**src/rtl/serial_seq_tx.sv**
```systemverilog
// serial_seq_tx: parallel-in, serial-out transmitter feeding the 1-bit sequence-detector link.
// Define SEQ_TX_PARITY_EN to append an even-parity bit to every word.
module serial_seq_tx #(
   parameter int WIDTH      = 16,
   parameter int GAP_CYCLES = 0,
   parameter bit IDLE_LEVEL = 1'b0,
   parameter bit MSB_FIRST  = 1'b0
) (
   input  logic             clk,
   input  logic             rst,
   input  logic [WIDTH-1:0] data_in,
   input  logic             load,
   output logic             ready,
   output logic             outp,
   output logic             out_valid,
   output logic             busy,
   output logic             done
);
   localparam int CW = $clog2(WIDTH);
   localparam logic [CW-1:0] LAST_BIT   = CW'(WIDTH - 1);
   localparam logic [CW-1:0] PENULT_BIT = CW'(WIDTH - 2);
   localparam logic [7:0]    GAP_LAST   = 8'(GAP_CYCLES - 1);

`ifdef SEQ_TX_PARITY_EN
   localparam bit HAS_PARITY = 1'b1;
   typedef enum logic [1:0] {S_IDLE, S_SHIFT, S_PARITY, S_GAP} state_t;
`else
   localparam bit HAS_PARITY = 1'b0;
   typedef enum logic [1:0] {S_IDLE, S_SHIFT, S_GAP} state_t;
`endif

   state_t           r_state;
   logic [WIDTH-1:0] r_shift;
   logic [CW-1:0]    r_bit_cnt;
   logic [7:0]       r_gap_cnt;
   logic             r_outp;
   logic             r_done;
`ifdef SEQ_TX_PARITY_EN
   logic             r_parity;
`endif

   logic             w_ready;
   logic             w_accept;
   logic             w_first_bit;
   logic             w_next_bit;
   logic [WIDTH-1:0] w_shift_init;

   // r_done marks the final-bit cycle, which is also the back-to-back load slot.
   assign w_ready      = (r_state == S_IDLE) || (r_done && (GAP_CYCLES == 0));
   assign w_accept     = load && w_ready;
   assign w_first_bit  = MSB_FIRST ? data_in[WIDTH-1] : data_in[0];
   assign w_shift_init = MSB_FIRST ? (data_in << 1) : (data_in >> 1);
   assign w_next_bit   = MSB_FIRST ? r_shift[WIDTH-1] : r_shift[0];

   assign ready = w_ready;
   assign outp  = r_outp;
   assign done  = r_done;
   assign busy  = (r_state != S_IDLE);
`ifdef SEQ_TX_PARITY_EN
   assign out_valid = (r_state == S_SHIFT) || (r_state == S_PARITY);
`else
   assign out_valid = (r_state == S_SHIFT);
`endif

   always_ff @(posedge clk) begin
      if (rst) begin
         r_state   <= S_IDLE;
         r_shift   <= '0;
         r_bit_cnt <= '0;
         r_gap_cnt <= '0;
         r_outp    <= IDLE_LEVEL;
         r_done    <= 1'b0;
`ifdef SEQ_TX_PARITY_EN
         r_parity  <= 1'b0;
`endif
      end else if (w_accept) begin
         r_state   <= S_SHIFT;
         r_shift   <= w_shift_init;
         r_bit_cnt <= '0;
         r_outp    <= w_first_bit;
         r_done    <= 1'b0;
`ifdef SEQ_TX_PARITY_EN
         r_parity  <= ^data_in;
`endif
      end else begin
         r_done <= 1'b0;
         case (r_state)
            S_SHIFT: begin
               if (r_bit_cnt == LAST_BIT) begin
`ifdef SEQ_TX_PARITY_EN
                  r_state <= S_PARITY;
                  r_outp  <= r_parity;
                  r_done  <= 1'b1;
`else
                  r_outp    <= IDLE_LEVEL;
                  r_gap_cnt <= '0;
                  r_state   <= (GAP_CYCLES > 0) ? S_GAP : S_IDLE;
`endif
               end else begin
                  r_bit_cnt <= r_bit_cnt + 1'b1;
                  r_outp    <= w_next_bit;
                  r_shift   <= MSB_FIRST ? (r_shift << 1) : (r_shift >> 1);
                  r_done    <= !HAS_PARITY && (r_bit_cnt == PENULT_BIT);
               end
            end
`ifdef SEQ_TX_PARITY_EN
            S_PARITY: begin
               r_outp    <= IDLE_LEVEL;
               r_gap_cnt <= '0;
               r_state   <= (GAP_CYCLES > 0) ? S_GAP : S_IDLE;
            end
`endif
            S_GAP: begin
               if (r_gap_cnt == GAP_LAST) begin
                  r_state <= S_IDLE;
               end else begin
                  r_gap_cnt <= r_gap_cnt + 8'd1;
               end
            end
            default: begin
               r_outp <= IDLE_LEVEL;
            end
         endcase
      end
   end
endmodule
```
**config.mk**
```make
export PLATFORM = sky130hd
export DESIGN_NAME = serial_seq_tx
export DESIGN_NICKNAME = d
export VERILOG_FILES = /design/src/rtl/serial_seq_tx.sv
export SDC_FILE = /design/constraint.sdc
export NUM_CORES = 1
export LEC_CHECK = 0
export CORE_UTILIZATION = 49
export CTS_CLUSTER_DIAMETER = 120
export CTS_CLUSTER_SIZE = 24
export DETAILED_ROUTE_END_ITERATION = 10
export PLACE_DENSITY = 0.78
export SYNTH_ARGS = -nofsm -noshare
export SYNTH_HDL_FRONTEND = slang
export SYNTH_SLANG_ARGS = --single-unit
```
**constraint.sdc**
```tcl
create_clock -name clk -period 1.5 [get_ports clk]
set_input_delay 0.3 -clock clk [delete_from_list [all_inputs] [get_ports clk]]
set_output_delay 0.3 -clock clk [all_outputs]
set_load 0.05 [all_outputs]
```
==> impl_metrics.toml, run 1 <==
[sta]
max_slew_margin_pct = 75.9
setup_viol = 0
tightest_slew_ns = 0.361
finalClockSkew_ns = 0.00379
timing.hold.ws_ns = 0.499
fmax_mhz = 698
hold_viol = 0
setup_tns_ns = 0
finalCritPeriodShare_pct = 95.5
rsz0062_at_grt = "false"
drv_slew = 0
fin_ws_ns = 0.0668
min_period_ns = 1.43

[clocking]
cts.sinks = 22
cts_tree = "built"
clock-root-buffer = "clkbuf_4"
h-tree-depth = 1
cts-buffers-inserted = 3
clockBufferDepth = 2
clk_pin_slew_worst_paths_ns = 0.12
worst_skew_pair.late_latency_ns = 0.31
post-cts-setup-buffer-count = 0
cts_resized = 0
postCtsHoldBufs = 0

[routing]
viasPerCell = 6.09
vias = 1059
ant_nets = 0
drc = 0
wl_per_cell_um = 15.4
routed_wl_um = 2680
dr.pass1.iters = 4
drt_iter0_drc = 40

[setup_path]
reg2regPathDepth = 5
crit_path_cell_trace = "and2b_1 -> inv_4 -> buf_6"
crit_family = "flip-flops"
cp.arrival_ns = 1.13
endpoint_kind = "output pin"
slowest_stage = "dfxtp_2"
reg2reg_setup_slack_ns = 0.07
slowest_delay_ns = 0.37
critical_path_class = "register to output pin"
crit_fanout = 5
r2r_start = "r_bit_cnt[1]$_SDFFE_PP0P_"
start_kind = "register"
worst-path-buf-inv = 2
required_ns = 1.20
r2r-end = "r_shift[1]$_SDFFE_PP0P_"

[synthesis]
yosys_warnings = 0
syn_nets = 145
synth_area_mm2 = 0.00111
syn_inst = 124
seq_area_frac_synth_pct = 39.8
post_synth_num_cell_types = 27
ys_ff_latch = 22
synth.avg_cell_area_um2 = 8.92

[die]
dieArea_mm2 = 0.00245
ios = 24
die_x_um = 49.5
die_h_um = 49.5
core_mm2 = 0.00204
start_util_pct = 54.2
rows = 16

[global_route]
track_usage_pct = 23.3
grt_pass1_vias = 1015
overflow = 0
antenna_found_initial = 0
grt_max_degree = 17
grt_pass1_wl_um = 4390

[place]
gp_congestion = 0.798
hpwl_um = 1800
dp_slack_ns = 0.00472
port_buffers = 23

[run]
cap_viol_max_count = 0

[power]
leakage_nw = 0.490
power.density_mw_per_mm2 = 846
report.power.total_mw = 1.22
ir_drop_mv = 0.495

[min_path]
hold_start = "r_shift[1]$_SDFFE_PP0P_"
holdPathStages = 2
min_to = "r_shift[0]$_SDFFE_PP0P_"
hp-class = "register to register"

[outcome]
status = "complete, no violations"

[final_layout]
final_nets = 170
drive_above_1_share_pct = 23.1
nFillCells = 173
register_area_um2 = 443
synthToLayoutAreaGrowth_pct = 30.7
antenna_cells = 0
multiInputGateArea_um2 = 569
## cells in the final DEF, fill, tap and decap left out
cell type | netlist | routed
nand2_2 | 1 | 1
or2_2 | 1 | 1
clkbuf_4 | 0 | 3
nand2_1 | 1 | 1
and2b_1 | 1 | 1
nor3_1 | 16 | 16
and3_1 | 1 | 1
inv_4 | 1 | 1
a21o_1 | 1 | 1
dfxtp_1 | 22 | 20
and4b_1 | 1 | 1
buf_4 | 4 | 9
inv_1 | 1 | 1
o2111ai_1 | 1 | 1
buf_12 | 0 | 5
a311oi_2 | 7 | 7
o21ai_0 | 3 | 2
buf_6 | 2 | 1
nand3_2 | 1 | 1
clkdlybuf4s50_1 | 0 | 18
o21ai_1 | 13 | 14
nand3_1 | 18 | 18
ha_2 | 0 | 1
a21oi_1 | 7 | 7
nand4_1 | 1 | 1
ha_1 | 2 | 1
a311oi_1 | 8 | 8
o221ai_1 | 1 | 1
inv_2 | 2 | 2
dfxtp_2 | 0 | 2
## metrics by stage
step	cell area, µm²	util [%]	cells
finish	1450	70.8	174
detailed placement	1420	69.4	171
global placement	1420	69.4	171
CTS	1440	70.5	174
global route	1450	70.8	174
floorplan	1110	-	124
## sequential cells by signal, indices dropped and copies added, names as in the netlist
| register | cells |
|---|---|
| outp | 1 |
| done | 1 |
| r_bit_cnt | 4 |
| r_shift | 15 |
| r_state | 1 |
## area by class of cell
class / count / share of cell area (%)
repair buffers: 33 / 24.8
clock buffers: 3 / 1.56
well taps: 27 / 2.34
multi-input cells: 85 / 39.4
flip-flops and latches: 22 / 30.6
inverters: 4 / 1.21
## routing by layer
layer	track usage, %	vias to the layer above	part of all wire (%)
met4	8.57	0	0.86
met3	2.78	4	5.8
met1	31.0	486	46
li1	-	523	-
met2	38.6	46	48
met5	0	-	0
## report_power, final
part / leakage, nW / total, mW / switching (mW) / internal, mW
Sequential: 0.182 / 0.652 / 0.0242 / 0.628
Combinational: 0.294 / 0.297 / 0.158 / 0.139
Clock: 0.0138 / 0.273 / 0.179 / 0.0939
## worst max-delay path by stage
stage / start / end / slack, ns / depth (start not counted)
2_1_floorplan: done$_SDFF_PP0_ / r_shift[13]$_SDFFE_PP0P_ / 0.003 / 6
3_3_place_gp: load / r_shift[6]$_SDFFE_PP0P_ / 0.04 / 4
3_5_place_dp: load / r_shift[12]$_SDFFE_PP0P_ / 0.005 / 4
4_1_cts: done$_SDFF_PP0_ / ready / 0.03 / 3
5_1_grt: r_bit_cnt[0]$_SDFFE_PP0P_ / r_shift[12]$_SDFFE_PP0P_ / 0.006 / 5
6_report: done$_SDFF_PP0_ / ready / 0.07 / 3
## synth_stat cells (all sizes together)
cell type,count,share of area (%)
a21o,1,0.68
o2111ai,1,0.79
and2b,1,0.68
and3,1,0.57
ha,2,2.3
a21oi,7,3.2
buf,8,5.7
o21ai,16,7.2
o221ai,1,0.79
and4b,1,0.91
nand4,1,0.57
or2,1,0.57
clkbuf,5,1.7
nand2,2,0.91
nand3,19,9.1
inv,4,1.6
a311oi,15,16
dfxtp,22,40
nor3,16,7.2
## kinds of logic after synthesis
family,share of synthesized area (%)
simple gates,20.5
compound gates,28.5
flops,39.8
buf+inv,8.94
fa+ha+maj,2.26
## tightest hold or removal path: stages (launching register included)
cell and delay, ns:
dfxtp_1 0.33, nand3_1 0.06, a311oi_1 0.08
(Power assumes the default switching activity.)
==> run 2, diff against run 1 <==
--- a/config.mk
+++ b/config.mk
@@ -5,11 +5,11 @@
 export SDC_FILE = /design/constraint.sdc
 export NUM_CORES = 1
 export LEC_CHECK = 0
-export CORE_UTILIZATION = 49
+export CORE_UTILIZATION = 53
 export CTS_CLUSTER_DIAMETER = 120
 export CTS_CLUSTER_SIZE = 24
 export DETAILED_ROUTE_END_ITERATION = 10
-export PLACE_DENSITY = 0.78
+export PLACE_DENSITY = 0.91
 export SYNTH_ARGS = -nofsm -noshare
 export SYNTH_HDL_FRONTEND = slang
 export SYNTH_SLANG_ARGS = --single-unit
==> constraint.sdc (replaced) <==
create_clock -name clk -period 1.7 [get_ports clk]
set_input_delay 0.34 -clock clk [delete_from_list [all_inputs] [get_ports clk]]
set_output_delay 0.34 -clock clk [all_outputs]
set_load 0.05 [all_outputs]
==> impl_metrics.toml, run 2 (synthesized netlist as in run 1, its figures left out) <==
[routing]
drt_iter0_drc = 28
wl_per_cell_um = 16.2
viasPerCell = 6.27
routed_wl_um = 2750
ant_nets = 0
drc = 0
dr.pass1.iters = 4
vias = 1066

[global_route]
grt_pass1_wl_um = 4030
antenna_found_initial = 0
grt_max_degree = 20
grt_pass1_vias = 953
track_usage_pct = 25.2
overflow = 0

[die]
core_mm2 = 0.00196
die_x_um = 47.7
start_util_pct = 56.4
dieArea_mm2 = 0.00227
rows = 16
die_h_um = 47.7
ios = 24

[power]
ir_drop_mv = 0.462
report.power.total_mw = 1.23
power.density_mw_per_mm2 = 884
leakage_nw = 0.469

[final_layout]
largest_reg_flops = 15
synthToLayoutAreaGrowth_pct = 25.8
layout_commonest_cell = "dfxtp_1"
layout_common_cells = "dfxtp_1, nand3_1, clkdlybuf4s50_1, nor3_1, o21ai_1"
regMostFlops = "r_shift"
antenna_cells = 0
multiInputGateArea_um2 = 567
register_area_um2 = 440
fin_area_mm2 = 0.00139
utilization_pct = 70.9
largestRegisters = "r_shift: 15 flops, r_bit_cnt: 4 flops"
nFillCells = 154
final_cells = 170
final_nets = 165
drive_above_1_share_pct = 18.9

[sta]
max_slew_margin_pct = 73.6
finalCritPeriodShare_pct = 89.3
setup_tns_ns = 0
tightest_slew_ns = 0.395
min_period_ns = 1.52
hold_viol = 0
drv_slew = 0
rsz0062_at_grt = "false"
fmax_mhz = 659
finalClockSkew_ns = 0.00218
setup_viol = 0

[clocking]
clockBufferDepth = 2
cts-buffers-inserted = 3
clk_pin_slew_worst_paths_ns = 0.13
worst_skew_pair.late_latency_ns = 0.31
post-cts-setup-buffer-count = 0
cts_resized = 0
postCtsHoldBufs = 0
clock-root-buffer = "clkbuf_4"
cts.sinks = 22
cts_tree = "built"
h-tree-depth = 1

[place]
dp.cells = 166
gp_congestion = 0.803
hpwl_um = 1820
place_area_mm2 = 0.00134
port_buffers = 23

[setup_path]
r2r_start = "r_bit_cnt[1]$_SDFFE_PP0P_"
endpoint_kind = "register"
crit_fanout = 17
critical_path_class = "register to register"
cp.arrival_ns = 1.73
start_kind = "register"
r2r-end = "r_shift[0]$_SDFFE_PP0P_"
required_ns = 1.91
reg2reg_setup_slack_ns = 0.18
reg2regPathDepth = 5

[min_path]
min_to = "outp$_SDFF_PP0_"
holdPathStages = 2
hold_start = "r_shift[0]$_SDFFE_PP0P_"
hp-class = "register to register"

[run]
cap_viol_max_count = 0

[outcome]
status = "complete, no violations"
==> run 2: worst max-delay path, stage by stage (launching register included) <==
cell and delay [ns]:
dfxtp_1 0.40, ha_1 0.24, and3_1 0.19, buf_4 0.23, o21ai_1 0.09, a311oi_1 0.27
==> run 2: layer usage <==
layer	global-route usage, %	share of wire [%]
met1	33.1	44
met2	40.8	48
met3	5.28	7.8
met4	8.89	0
met5	0	0
==> run 2: where the power goes <==
part	total, mW	switching [mW]	internal (mW)	leakage, nW
registers	0.575	0.0211	0.554	0.181
logic	0.254	0.140	0.114	0.259
clock network	0.401	0.163	0.238	0.0279
==> run 2: how the worst max path moves through the flow <==
stage / from / cells after the start / to
after detailed placement: load / 3 / r_shift[0]$_SDFFE_PP0P_
after global routing: r_bit_cnt[0]$_SDFFE_PP0P_ / 5 / r_shift[0]$_SDFFE_PP0P_
after CTS: done$_SDFF_PP0_ / 3 / ready
after global placement: load / 4 / r_shift[11]$_SDFFE_PP0P_
after floorplan: r_state[0]$_SDFFE_PP0P_ / 5 / r_bit_cnt[1]$_SDFFE_PP0P_
final: r_bit_cnt[1]$_SDFFE_PP0P_ / 5 / r_shift[0]$_SDFFE_PP0P_
==> run 2: area by class of cell <==
class                      count  area share (%)
clock buffer                   3            1.62
clock inverter                 1            2.16
inverter                       4            1.26
multi-input combinational     85            40.7
sequential                    22            31.7
tap                           27            2.43
timing repair buffer          28            20.1
==> run 2: metrics by stage <==
stage,hold slack (ns),setup slack [ns]
final,0.515,0.182
after global routing,0.524,0.0583
after CTS,0.511,0.202
after detailed placement,0.493,0.121
after global placement,0.467,0.167
after floorplan,0.453,0.0373
